**src/rtl/uart_hex_display_pkg.sv**
```systemverilog
// Shared constants for the UART hex display slice.
//   BYTE_W / NIB_W      : byte and nibble widths used for digit packing.
//   SEG_BLANK           : seven-segment pattern with every segment off
//                         (active-low segments on the DE2 board).
//   CLK_HZ              : board clock frequency.
//   ACT_CYCLES_DEFAULT  : 100 ms activity stretch at CLK_HZ.
//   apply_blank()       : helper for the board top level, placed between a
//                         digit decoder and the pins.
package uart_hex_display_pkg;

    localparam int BYTE_W = 8;
    localparam int NIB_W  = 4;

    localparam logic [6:0] SEG_BLANK = 7'b111_1111;

    localparam int CLK_HZ             = 50_000_000;
    localparam int ACT_MS             = 100;
    localparam int ACT_CYCLES_DEFAULT = (CLK_HZ / 1000) * ACT_MS;

    // Forces a decoded digit dark when its blank bit is set.
    function automatic logic [6:0] apply_blank(input logic [6:0] seg, input logic blank);
        return blank ? SEG_BLANK : seg;
    endfunction

endpackage

```
**src/rtl/uart_hex_display_if.sv**
```systemverilog
// Byte strobe bus from the UART receiver.
//   rx_data  : received byte
//   rx_valid : one-cycle strobe, rx_data valid
//   rx_err   : framing error qualifying the same strobe
// master = receiver side, slave = consumer side.
interface uart_hex_display_if;
    import uart_hex_display_pkg::*;

    logic [BYTE_W-1:0] rx_data;
    logic              rx_valid;
    logic              rx_err;

    modport master (output rx_data, output rx_valid, output rx_err);
    modport slave  (input  rx_data, input  rx_valid, input  rx_err);

endinterface

```
**src/rtl/uart_hex_display_pulse_stretch.sv**
```systemverilog
// pulse_stretch: turns a single-cycle trigger into a level that stays high
// for exactly ACT_CYCLES cycles after the most recent trigger.
//   clk, rst : clock, asynchronous active-high reset
//   trig     : reload the counter to ACT_CYCLES
//   active   : registered, high while the counter is non-zero
module pulse_stretch #(
    parameter int ACT_CYCLES = 5_000_000
) (
    input  logic clk,
    input  logic rst,
    input  logic trig,
    output logic active
);

    localparam int CW = $clog2(ACT_CYCLES + 1);

    logic [CW-1:0] cnt_reg, cnt_next;
    logic          active_reg;

    always_comb begin
        cnt_next = cnt_reg;
        if (trig) begin
            cnt_next = CW'(ACT_CYCLES);
        end else if (cnt_reg != '0) begin
            cnt_next = cnt_reg - 1'b1;
        end
    end

    // active follows the next count so it rises in the same cycle the counter
    // loads: high for cycles where the count is ACT_CYCLES down to 1.
    always_ff @(posedge clk or posedge rst) begin
        if (rst) begin
            cnt_reg    <= '0;
            active_reg <= 1'b0;
        end else begin
            cnt_reg    <= cnt_next;
            active_reg <= (cnt_next != '0);
        end
    end

    assign active = active_reg;

endmodule

```
**src/rtl/uart_hex_display.sv**
```systemverilog
// uart_hex_display: byte history for the DE2 seven-segment digits.
//   clk, rst    : clock, asynchronous active-high reset
//   rx          : byte strobe bus from the UART receiver (slave side)
//   hold        : freeze display, ignore good bytes
//   clear       : synchronous clear of history, fill, counter, error flag
//   digit_nib   : nibble per digit, digit k at [4k+3:4k], newest byte lowest
//   digit_blank : 1 = digit k must be driven dark
//   byte_count  : accepted bytes, wraps
//   activity    : stretched receive indicator
//   err_flag    : sticky framing error
module uart_hex_display
    import uart_hex_display_pkg::*;
#(
    parameter int NUM_BYTES  = 4,
    parameter int ACT_CYCLES = ACT_CYCLES_DEFAULT,
    parameter int CNT_W      = 8
) (
    input  logic                        clk,
    input  logic                        rst,
    uart_hex_display_if.slave           rx,
    input  logic                        hold,
    input  logic                        clear,
    output logic [BYTE_W*NUM_BYTES-1:0] digit_nib,
    output logic [2*NUM_BYTES-1:0]      digit_blank,
    output logic [CNT_W-1:0]            byte_count,
    output logic                        activity,
    output logic                        err_flag
);

    localparam int FILL_W = $clog2(NUM_BYTES + 1);

    logic                        accept;
    logic                        err_strobe;
    logic [BYTE_W*NUM_BYTES-1:0] hist_reg, hist_next;
    logic [FILL_W-1:0]           fill_reg, fill_next;
    logic [2*NUM_BYTES-1:0]      blank_reg, blank_next;
    logic [CNT_W-1:0]            count_reg, count_next;
    logic                        err_reg, err_next;

    assign accept     = rx.rx_valid & ~rx.rx_err & ~hold & ~clear;
    assign err_strobe = rx.rx_valid &  rx.rx_err & ~clear;

    // Byte slot gi occupies digits 2gi and 2gi+1, so the history vector maps
    // straight onto digit_nib. Each slot loads from the slot below it.
    genvar gi;
    generate
        for (gi = 0; gi < NUM_BYTES; gi++) begin : g_slot
            logic [BYTE_W-1:0] shift_in;
            if (gi == 0) begin : g_first
                assign shift_in = rx.rx_data;
            end else begin : g_rest
                assign shift_in = hist_reg[BYTE_W*(gi-1) +: BYTE_W];
            end

            assign hist_next[BYTE_W*gi +: BYTE_W] =
                clear  ? '0 :
                accept ? shift_in :
                         hist_reg[BYTE_W*gi +: BYTE_W];

            // Blank is decoded from the next fill level so it lands in the
            // same cycle as the byte it describes.
            assign blank_next[2*gi +: 2] = {2{FILL_W'(gi) >= fill_next}};
        end
    endgenerate

    always_comb begin
        fill_next  = fill_reg;
        count_next = count_reg;
        err_next   = err_reg;
        if (clear) begin
            fill_next  = '0;
            count_next = '0;
            err_next   = 1'b0;
        end else begin
            if (accept) begin
                count_next = count_reg + 1'b1;
                if (fill_reg < FILL_W'(NUM_BYTES)) begin
                    fill_next = fill_reg + 1'b1;
                end
            end
            if (err_strobe) begin
                err_next = 1'b1;
            end
        end
    end

    always_ff @(posedge clk or posedge rst) begin
        if (rst) begin
            hist_reg  <= '0;
            fill_reg  <= '0;
            blank_reg <= '1;
            count_reg <= '0;
            err_reg   <= 1'b0;
        end else begin
            hist_reg  <= hist_next;
            fill_reg  <= fill_next;
            blank_reg <= blank_next;
            count_reg <= count_next;
            err_reg   <= err_next;
        end
    end

    // The activity counter deliberately ignores clear.
    pulse_stretch #(
        .ACT_CYCLES (ACT_CYCLES)
    ) u_act (
        .clk    (clk),
        .rst    (rst),
        .trig   (accept),
        .active (activity)
    );

    assign digit_nib   = hist_reg;
    assign digit_blank = blank_reg;
    assign byte_count  = count_reg;
    assign err_flag    = err_reg;

endmodule

```
**src/flat_wrapper.sv**
```systemverilog
// flat-port wrapper written by rule: the top's interface ports become plain ports
module uart_hex_display_flat import uart_hex_display_pkg::*;
#(
    parameter int NUM_BYTES  = 4,
    parameter int ACT_CYCLES = ACT_CYCLES_DEFAULT,
    parameter int CNT_W      = 8
)
  (clk, rst, hold, clear, digit_nib, digit_blank, byte_count, activity, err_flag, rx_rx_data, rx_rx_valid, rx_rx_err);
  uart_hex_display_if rx_i ();
  input  logic clk;
  input  logic rst;
  input  logic hold;
  input  logic clear;
  output logic [BYTE_W*NUM_BYTES-1:0] digit_nib;
  output logic [2*NUM_BYTES-1:0] digit_blank;
  output logic [CNT_W-1:0] byte_count;
  output logic activity;
  output logic err_flag;
  input wire logic [$bits(rx_i.rx_data)-1:0] rx_rx_data;
  input wire logic [$bits(rx_i.rx_valid)-1:0] rx_rx_valid;
  input wire logic [$bits(rx_i.rx_err)-1:0] rx_rx_err;
  assign rx_i.rx_data = rx_rx_data;
  assign rx_i.rx_valid = rx_rx_valid;
  assign rx_i.rx_err = rx_rx_err;
  uart_hex_display #(.NUM_BYTES(NUM_BYTES), .ACT_CYCLES(ACT_CYCLES), .CNT_W(CNT_W)) u_core (.clk(clk), .rst(rst), .rx(rx_i), .hold(hold), .clear(clear), .digit_nib(digit_nib), .digit_blank(digit_blank), .byte_count(byte_count), .activity(activity), .err_flag(err_flag));
endmodule
```
**config.mk**
```make
export PLATFORM = sky130hd
export DESIGN_NAME = uart_hex_display_flat
export DESIGN_NICKNAME = d
export VERILOG_FILES = /design/src/rtl/uart_hex_display_pkg.sv /design/src/rtl/uart_hex_display_if.sv /design/src/rtl/uart_hex_display_pulse_stretch.sv /design/src/rtl/uart_hex_display.sv /design/src/flat_wrapper.sv
export SDC_FILE = /design/constraint.sdc
export NUM_CORES = 1
export LEC_CHECK = 0
export BUFFER_PORTS_ARGS = -buffer_cell sky130_fd_sc_hd__buf_2
export CAP_MARGIN = 20
export CORE_AREA = 2 2 150 94
export CTS_CLUSTER_SIZE = 8
export DETAILED_ROUTE_END_ITERATION = 12
export DIE_AREA = 0 0 152 96
export GPL_TIMING_DRIVEN = 0
export PLACE_DENSITY_LB_ADDON = 0.2
export SYNTH_ARGS = -nofsm -noshare
export SYNTH_HDL_FRONTEND = slang
export SYNTH_SLANG_ARGS = --single-unit
```
**constraint.sdc**
```tcl
create_clock -name clk -period 2.3 [get_ports clk]
set_input_delay 0.115 -clock clk [delete_from_list [all_inputs] [get_ports clk]]
set_output_delay 0.115 -clock clk [all_outputs]
set_load 0.01 [all_outputs]
```
==> impl_metrics.ini, run 1 <==
[outcome]
status = complete, but fails checks
violations = setup timing

[logic_synthesis]
synthAdderAreaFrac = 0.0143
yosysTopAreaCellShare = 0.487
synth_mux_area_frac = 0.00895
ys_ff_latch = 72
async_reset_ff_frac = 1.00
postSynthCellCount = 368
yosys-top-cells-area = dfrtp_1 49%, nand2_1 8.3%, a21oi_1 6.9%
seq_area_frac_synth = 0.517
yosys.area_share.simple = 0.263
ys_warn_count = 0
syn_area_per_cell_um2 = 9.50
synth-edff-count = 0
synth.distinct_cells = 57
synth-xor-area-share = 0.0401
synth_top_family_by_area = simple AND/OR/NAND/NOR gates
synthesis.area_um2 = 3500
ys.flop_type = dfrtp_1
synth_top_area_cell = dfrtp_1
synth_fp_nets = 386
synth_compound_area_frac = 0.117

[clock_tree]
path_clk_slew_ns = 0.06
clk_latency_ns = 0.33
htree_levels = 3
cts_tree = yes
cts_made_buffers = 9
cts.sinks = 72
cts_buffer_depth = 2
cts_root_buffer = clkbuf_16

[finish]
num-nets-final = 473
largest_reg_flops = 32
fillers = 1335
final_util = 0.351
drive_gt1_frac = 0.341
antenna_cells = 0
area_growth_pct = 33.2

[worst_setup_path]
crit_fanout = 7
cp_slowest_cell = or4_4
end_kind = register
start_kind = register
cpPeakStageDelay_ns = 0.55
crit_buf_inv = 0
critical_path.top_delay_family = simple AND/OR/NAND/NOR gates
path_class = register to register
cp_cell_sequence = nor4_4 > nand2_2 > or4_4 > a221o_2 > nor4_2 > nand4_1
arrival_ns = 2.51
worstPathRequired_ns = 2.49

[sta]
clock.fmax_ghz = 0.431
whs_ns = 0.0181
fin_ws_ns = -0.0217
hold_viol = 0
final.period_utilization = 1.01
layout_min_cycle_time_ns = 2.32
finalSetupViolCount = 1
rsz0062_at_grt = yes
fin_skew_ns = 0.00753
slew_headroom = 0.514
tightest_slew_ns = 0.727
slew_viol_final = 0

[grt]
grt_max_degree = 60
overflow = 0
antenna_found_initial = 0
first_global_vias = 2855
grtUsageTotal = 0.138
grt_first_pass_wirelength_um = 15700

[die]
rows = 33
core_area_um2 = 13300
start_util = 0.264
io-pin-count = 64
die_w_um = 152
fp.dieH_um = 96
die-area_um2 = 14600

[power]
power_per_cell_area_nw_per_um2 = 805
totalPowerFinal_mw = 3.75
p_leak_nw = 1.99
irDropWorstVdd_uv = 360

[route]
wl_per_cell_um = 16.0
wl_um = 10200
ant_nets = 0
drtIter0Drc = 203
route.vias.total = 3038
drc = 0
first_pass_iters = 5
via_per_inst = 4.78

[placed_design]
io_buffers = 62
hpwl_um = 7170
pre_cts_ws_ns = -0.338
finalWeightedCongestion = 0.799

[worst_hold_path]
min_path_type = input pin to register

[run]
max-cap-violations = 0
[cell families (layout without fill, tap and decap cells)]
logic type	count (synthesis)	in the layout
XOR/XNOR	16	16
AO/OA/AOI/OAI	70	70
multiplexers	3	3
adder cells (fa/ha/maj)	4	4
flip-flops	72	72
buffers and inverters	28	120
AND/OR/NAND/NOR	175	175
[what timing repair did]
item	4_1_cts	5_1_grt
hold buffers	1	0
endpoints found under the setup margin	4	3
buffers inserted	4	10
resized for setup	22	18
gates cloned	0	0
endpoints found under the hold margin	13	0
pin swaps	5	15
[power breakdown]
group,leakage (nW),internal (mW),total (mW),switching (mW)
clock,0.149,0.956,1.52,0.561
sequential,0.926,1.37,1.53,0.156
combinational,0.913,0.305,0.706,0.401
[cell usage after synthesis (all sizes together) (2+ instances only)]
library cell and number:
nand2 77, dfrtp 68, a21oi 48, nor2 35, nor4 12, clkbuf 11, buf 10, nor3 10
xor2 10, nand4 8, and3 7, inv 7, nand3 7, o21ai 6, xnor2 6, dfstp 4
ha 4, or3 4, or4 3, and2 2, mux2i 2, nor3b 2, o31ai 2, or2 2
or2b 2, or3b 2
[path summary, 6_finish.rpt]
check	from	to	slack, ns	cells past startpoint
setup reg to reg	u_core.u_act.cnt_reg[8]$_DFF_PP0_	u_core.u_act.active$_DFF_PP0_	-0.02	6
setup / recovery	u_core.u_act.cnt_reg[8]$_DFF_PP0_	u_core.u_act.active$_DFF_PP0_	-0.02	6
min in group asynchronous	rst	u_core.u_act.cnt_reg[11]$_DFF_PP0_	0.27	3
max in group asynchronous	rst	u_core.digit_blank[6]$_DFF_PP1_	1.42	4
hold / removal	rx_rx_data[3]	u_core.digit_nib[3]$_DFFE_PP0P_	0.02	3
hold reg to reg	u_core.err_flag$_DFFE_PP0P_	u_core.err_flag$_DFFE_PP0P_	0.50	2
[worst register-to-register path: stages (launching register included)]
cell and delay, ns:
dfrtp_2 0.48, nor4_4 0.36, nand2_2 0.15, or4_4 0.55, a221o_2 0.35, nor4_2 0.16
nand4_1 0.14
[cells in the final DEF (no fill, tap or decap), types with 3 or more instances in the layout]
master     instances
nand2_1           73
buf_2             63
dfrtp_1           61
a21oi_1           47
nor2_1            33
buf_4             17
clkbuf_1          11
xor2_1            10
clkbuf_16          9
nand4_1            7
dfrtp_2            7
xnor2_1            6
nor4_4             6
nor3_1             6
nand3_1            6
inv_1              5
nand2_2            4
nor4_2             4
and3_1             4
dfstp_2            4
buf_1              3
nor3_2             3
o21ai_0            3
or3_1              3
and3_2             3
ha_1               3
[area by class of cell]
class / count / area [um^2] / area share
Sequential cell: 72 / 1820 / 0.390
Tap cell: 175 / 219 / 0.0470
Timing Repair Buffer: 78 / 465 / 0.100
Clock inverter: 6 / 92.6 / 0.0199
Inverter: 7 / 28.8 / 0.00618
Buffer: 19 / 95.1 / 0.0204
Multi-Input combinational cell: 268 / 1710 / 0.367
Clock buffer: 10 / 229 / 0.0492
[routing by layer]
layer | up-vias | wire [um] | global-route usage
li1 | 1450 | - | -
met1 | 1517 | 5360 | 0.214
met2 | 63 | 4360 | 0.190
met3 | 8 | 364 | 0.0239
met4 | 0 | 100 | 0.0444
met5 | - | 0 | 0
[through the flow]
step,area (um^2),TNS [ns],std cells
2_1_floorplan,3500,0,368
3_3_place_gp,4030,-47.77,605
3_5_place_dp,4060,-0.585,606
4_1_cts,4530,-0.0564,627
5_1_grt,4660,-0.121,635
6_report,4660,-0.0217,635
(Power assumes the default switching activity.)
==> run 2: changes to the inputs <==
--- a/config.mk
+++ b/config.mk
@@ -7,10 +7,10 @@
 export LEC_CHECK = 0
 export BUFFER_PORTS_ARGS = -buffer_cell sky130_fd_sc_hd__buf_2
 export CAP_MARGIN = 20
-export CORE_AREA = 2 2 150 94
+export CORE_AREA = 2 2 143 89
 export CTS_CLUSTER_SIZE = 8
 export DETAILED_ROUTE_END_ITERATION = 12
-export DIE_AREA = 0 0 152 96
+export DIE_AREA = 0 0 145 91
 export GPL_TIMING_DRIVEN = 0
 export PLACE_DENSITY_LB_ADDON = 0.2
 export SYNTH_ARGS = -nofsm -noshare
==> impl_metrics.ini, run 2 (synthesis results as in run 1) <==
[sta]
clock.fmax_ghz = 0.417
rsz0062_at_grt = yes
final.period_utilization = 1.04
finalSetupViolCount = 1
layout_min_cycle_time_ns = 2.40
fin_tns_setup_ns = -0.0955
fin_ws_ns = -0.0955
fin_skew_ns = 0.00665
slew_headroom = 0.536
slew_viol_final = 0
hold_viol = 0
tightest_slew_ns = 0.694

[power]
p_leak_nw = 1.98
power_per_cell_area_nw_per_um2 = 808
irDropWorstVdd_uv = 317
totalPowerFinal_mw = 3.72

[finish]
drive_gt1_frac = 0.320
antenna_cells = 0
area_growth_pct = 31.6
largest_reg_flops = 32
fillers = 1184
most-common-layout-cells = 75 x nand2_1, 63 x buf_2, 62 x dfrtp_1
layout_commonest_cell = nand2_1
num-nets-final = 473

[route]
drtIter0Drc = 180
route.vias.total = 3009
wl_per_cell_um = 15.9
via_per_inst = 4.81
first_pass_iters = 4
ant_nets = 0
wl_um = 9950
drc = 0

[clock_tree]
cts_tree = yes
cts_made_buffers = 9
cts_root_buffer = clkbuf_16
clk_latency_ns = 0.33
cts_buffer_depth = 2
htree_levels = 3
path_clk_slew_ns = 0.06
cts.sinks = 72

[worst_setup_path]
crit_fanout = 3
path_class = register to register
reg2reg_depth = 7
start_kind = register
cp_slowest_cell = or4_4
end_kind = register
cp_cell_sequence = buf_4 > nor4_4 > nand2_2 > or4_4 > a221o_2 > nor4_4 > nand4_1
arrival_ns = 2.59
worstPathRequired_ns = 2.49
worst_path_most_repeated_cell = nor4_4
cpPeakStageDelay_ns = 0.45

[die]
fp.dieH_um = 91
rows = 31
io-pin-count = 64
core_area_um2 = 11800
start_util = 0.296
die-area_um2 = 13200
die_w_um = 145

[placed_design]
io_buffers = 62
hpwl_um = 7160
finalWeightedCongestion = 0.849

[run]
max-cap-violations = 0

[grt]
grt_first_pass_wirelength_um = 16200
first_global_vias = 2993
grtUsageTotal = 0.156
antenna_found_initial = 0
grt_max_degree = 56
overflow = 0

[worst_hold_path]
min_path_type = input pin to register
min_path_cells = 3

[outcome]
violations = setup timing
status = complete, but fails checks
run 2: cell count changes in the layout (fill, tap and decap cells not counted), moves of 2 or more:
cell,before,now
nand2_2,4,2
nor3_2,3,1
nand2_1,73,75
nor3_1,6,8
run 2: per-stage QoR:
| stage | utilization | setup slack [ns] | cells | cell area [um^2] | hold slack, ns |
|---|---|---|---|---|---|
| floorplan | - | 0.105 | 368 | 3500 | 0.246 |
| global placement | 0.339 | -0.648 | 595 | 4010 | 0.355 |
| detailed placement | 0.342 | -0.350 | 596 | 4040 | 0.0847 |
| CTS | 0.388 | -0.0936 | 625 | 4590 | 0.0107 |
| global route | 0.389 | -0.203 | 625 | 4600 | 0.0200 |
| finish | 0.389 | -0.0955 | 625 | 4600 | 0.0219 |
run 2: path summary, 6_finish.rpt:
kind                                              startpoint                                 to  slack (ns)
max in group asynchronous                                rst  u_core.u_act.cnt_reg[1]$_DFF_PP0_        1.48
hold reg to reg                  u_core.err_flag$_DFFE_PP0P_        u_core.err_flag$_DFFE_PP0P_        0.52
setup / recovery           u_core.u_act.cnt_reg[0]$_DFF_PP0_      u_core.u_act.active$_DFF_PP0_        -0.1
hold / removal                                 rx_rx_data[7]    u_core.digit_nib[7]$_DFFE_PP0P_        0.02
setup reg to reg           u_core.u_act.cnt_reg[0]$_DFF_PP0_      u_core.u_act.active$_DFF_PP0_        -0.1
min in group asynchronous                                rst  u_core.u_act.cnt_reg[6]$_DFF_PP0_        0.27
run 2: repair_timing:
item,in CTS,in global routing
endpoints found under the setup margin,4,4
resized for setup,26,3
setup buffers,13,1
pin swaps,9,6
endpoints found under the hold margin,17,0
hold buffers,1,0
run 2: final cells by class:
type                            instances  area (um^2)  share of cell area
Buffer                                 19         95.1              0.0207
Multi-Input combinational cell        268         1680               0.365
Clock inverter                          5         81.3              0.0177
Timing Repair Buffer                   78          453              0.0984
Clock buffer                           11          243              0.0527
Tap cell                              165          206              0.0449
Sequential cell                        72         1810               0.394
Inverter                                7         28.8             0.00625
run 2: routing by layer:
metal	GRT usage	wire length, um	vias up
li1	-	-	1452
met1	0.240	5130	1464
met2	0.208	4060	83
met3	0.0387	632	10
met4	0.0561	121	0
met5	0	0	-
run 2: power by group:
part           switching, mW  internal [mW]
registers              0.140           1.36
clock network          0.527          0.979
logic                  0.407          0.304
total                   1.07           2.65
run 2: critical path: cells and delay by family (launching register included):
kind | cells | cell delay (ns)
AO/OA/AOI/OAI | 1 | 0.37
buffers and inverters | 1 | 0.15
flip-flops | 1 | 0.42
AND/OR/NAND/NOR | 5 | 1.33
==> run 3: changes to the inputs <==
--- a/config.mk
+++ b/config.mk
@@ -5,6 +5,7 @@
 export SDC_FILE = /design/constraint.sdc
 export NUM_CORES = 1
 export LEC_CHECK = 0
+export ABC_AREA = 1
 export BUFFER_PORTS_ARGS = -buffer_cell sky130_fd_sc_hd__buf_2
 export CAP_MARGIN = 20
 export CORE_AREA = 2 2 143 89
==> impl_metrics.ini, run 3 <==
[worst_setup_path]
crit_fanout = 5
cp_slowest_cell = dfrtp_1
arrival_ns = 2.32
worst_path_most_repeated_cell = nand2_1
cp_cell_sequence = inv_1 > ha_2 > inv_1 > nor2_1 > nand2_1 > nand2_1 > nand2_1 > nand2_1 > nand3_1 > nor2_1 > nand2_1 > nor2_1 > nand2_1
worstPathRequired_ns = 2.51
path_class = register to register
crit_buf_inv = 2
critical_path.top_delay_family = simple AND/OR/NAND/NOR gates
end_kind = register
cpPeakStageDelay_ns = 0.40
start_kind = register

[grt]
overflow = 0
grt_use_met3 = 0.0407
grt_first_pass_wirelength_um = 16300
grtUsageTotal = 0.158
use_met2 = 0.210
gr-max-usage-layer = met1
antenna_found_initial = 0
grt_max_degree = 54
first_global_vias = 2971
use_met1 = 0.246

[die]
io-pin-count = 64
die-area_um2 = 13200
core_area_um2 = 11800
start_util = 0.298
rows = 31
die_w_um = 145
fp.dieH_um = 91

[clock_tree]
cts.sinks = 72
htree_levels = 3
clk_latency_ns = 0.33
cts_setup_buffers = 0
cts_root_buffer = clkbuf_16
cts_made_buffers = 9
cts_buffer_depth = 2
cts_tree = yes
path_clk_slew_ns = 0.06

[logic_synthesis]
yosys-top-cells-area = dfrtp_1 48%, nand2_1 10%, inv_1 6.8%
synthesis.area_um2 = 3520
synth_mux_area_frac = 0
ys.flop_type = dfrtp_1
ys_warn_count = 0
synth_fp_nets = 449
seq_area_frac_synth = 0.513
synth_compound_area_frac = 0.0827
synth-edff-count = 0
yosys.area_share.simple = 0.274
synth-xor-area-share = 0.0199
async_reset_ff_frac = 1.00
yosysTopAreaCellShare = 0.483
yosys-top-cells-count = 98 x nand2_1, 68 x dfrtp_1, 64 x inv_1, 57 x nor2_1, 24 x nand3_1
synthAdderAreaFrac = 0.0142
syn_area_per_cell_um2 = 8.18
yosysMostFrequentCell = nand2_1
synth_top_family_by_area = simple AND/OR/NAND/NOR gates
ys_ff_latch = 72
synth.distinct_cells = 36
synth_top_area_cell = dfrtp_1
postSynthCellCount = 431

[finish]
finalNonFillerCells = 682
most-common-layout-cells = 98 x nand2_1, 68 x buf_2, 68 x dfrtp_1
layout_commonest_cell = nand2_1
num-nets-final = 531
fillers = 1236
largest_reg_flops = 32
area_growth_pct = 26.6
antenna_cells = 0
drive_gt1_frac = 0.219

[placed_design]
finalWeightedCongestion = 0.906
pre_cts_ws_ns = 0.119
io_buffers = 63
placed_cells = 660
hpwl_um = 7240

[power]
irDropWorstVdd_uv = 376
combPwrFrac = 0.164
power.clock.fraction = 0.414
swShare = 0.283
power_per_cell_area_nw_per_um2 = 773
seq_power_share = 0.423
p_leak_nw = 2.24
totalPowerFinal_mw = 3.45
p_int_mw = 2.47
power_switching_mw = 0.976

[route]
route.vias.total = 3069
via_per_inst = 4.50
drc = 0
wl_um = 9750
ant_nets = 0
drtIter0Drc = 177
first_pass_iters = 4
wl_per_cell_um = 14.3

[sta]
finalSetupViolCount = 0
clock.fmax_ghz = 0.474
fin_skew_ns = 0.00473
rsz0062_at_grt = no
final.period_utilization = 0.918
whs_ns = 0.00605
slew_viol_final = 0
tightest_slew_ns = 0.573
slew_headroom = 0.618
fin_tns_setup_ns = 0
fin_ws_ns = 0.190
layout_min_cycle_time_ns = 2.11
hold_viol = 0

[worst_hold_path]
min_path_type = input pin to register

[outcome]
status = completed

[run]
max-cap-violations = 0
run 3: cell types whose count changed after synthesis, sizes merged, moves of 19 or more:
cell and delta:
nand2 +25, a21oi -41, inv +60, nand3 +19, nor2 +30
run 3: power groups by stage:
stage | combinational (mW) | sequential [mW] | clock, mW
floorplan | 0.400 | 1.46 | 0
global placement | 0.531 | 1.48 | 0
detailed placement | 0.541 | 1.48 | 0
CTS | 0.555 | 1.46 | 1.47
global route | 0.647 | 1.47 | 1.53
finish | 0.564 | 1.46 | 1.43
run 3: final cells by class:
type | count | area, um^2 | share of cell area
flip-flops and latches | 72 | 1810 | 0.405
multi-input cells | 278 | 1390 | 0.310
repair buffers | 71 | 413 | 0.0925
clock buffers | 13 | 270 | 0.0606
inverters | 67 | 254 | 0.0569
well taps | 165 | 206 | 0.0463
plain buffers | 14 | 88.8 | 0.0199
clock inverters | 2 | 37.5 | 0.00841
run 3: cells by family (layout without fill, tap and decap cells):
family | after synthesis | count (layout)
AO/OA/AOI/OAI | 51 | 51
XOR/XNOR | 8 | 8
adder cells (fa/ha/maj) | 4 | 4
buffers and inverters | 81 | 167
flip-flops | 72 | 72
AND/OR/NAND/NOR | 215 | 215
run 3: path summary, 6_finish.rpt:
check | from | end | slack [ns] | cells after the start
worst max-delay path | u_core.u_act.cnt_reg[0]$_DFF_PP0_ | u_core.u_act.active$_DFF_PP0_ | 0.19 | 13
worst min-delay path | rx_rx_data[0] | u_core.digit_nib[0]$_DFFE_PP0P_ | 0.006 | 3
worst max register to register | u_core.u_act.cnt_reg[0]$_DFF_PP0_ | u_core.u_act.active$_DFF_PP0_ | 0.19 | 13
worst min register to register | u_core.digit_nib[24]$_DFFE_PP0P_ | u_core.digit_nib[24]$_DFFE_PP0P_ | 0.48 | 2
max in group asynchronous | rst | u_core.digit_blank[6]$_DFF_PP1_ | 1.45 | 4
min in group asynchronous | rst | u_core.fill_reg[2]$_DFF_PP0_ | 0.28 | 3
run 3: worst reg2reg max path: cells and delay by family, from the launching register on:
family	cells	cell delay [ns]
DFF	1	0.40
buffers and inverters	2	0.21
and+or+nand+nor	10	1.13
adders and majority gates	1	0.25
run 3: through the flow:
step | util | instance area, um^2
floorplan | - | 3520
global placement | 0.342 | 4050
detailed placement | 0.345 | 4080
CTS | 0.377 | 4450
global route | 0.377 | 4460
finish | 0.377 | 4460
run 3: metal layers:
layer | share of wire | vias up
met2 | 0.39 | 66
met3 | 0.048 | 8
met5 | 0 | -
met4 | 0.010 | 0
met1 | 0.55 | 1460
li1 | - | 1535
run 3: what timing repair did:
item                                    CTS  global route
endpoints found under the setup margin    0             1
gates resized for setup                   0             2
hold endpoints to repair                 22             0
hold buffers                              7             0
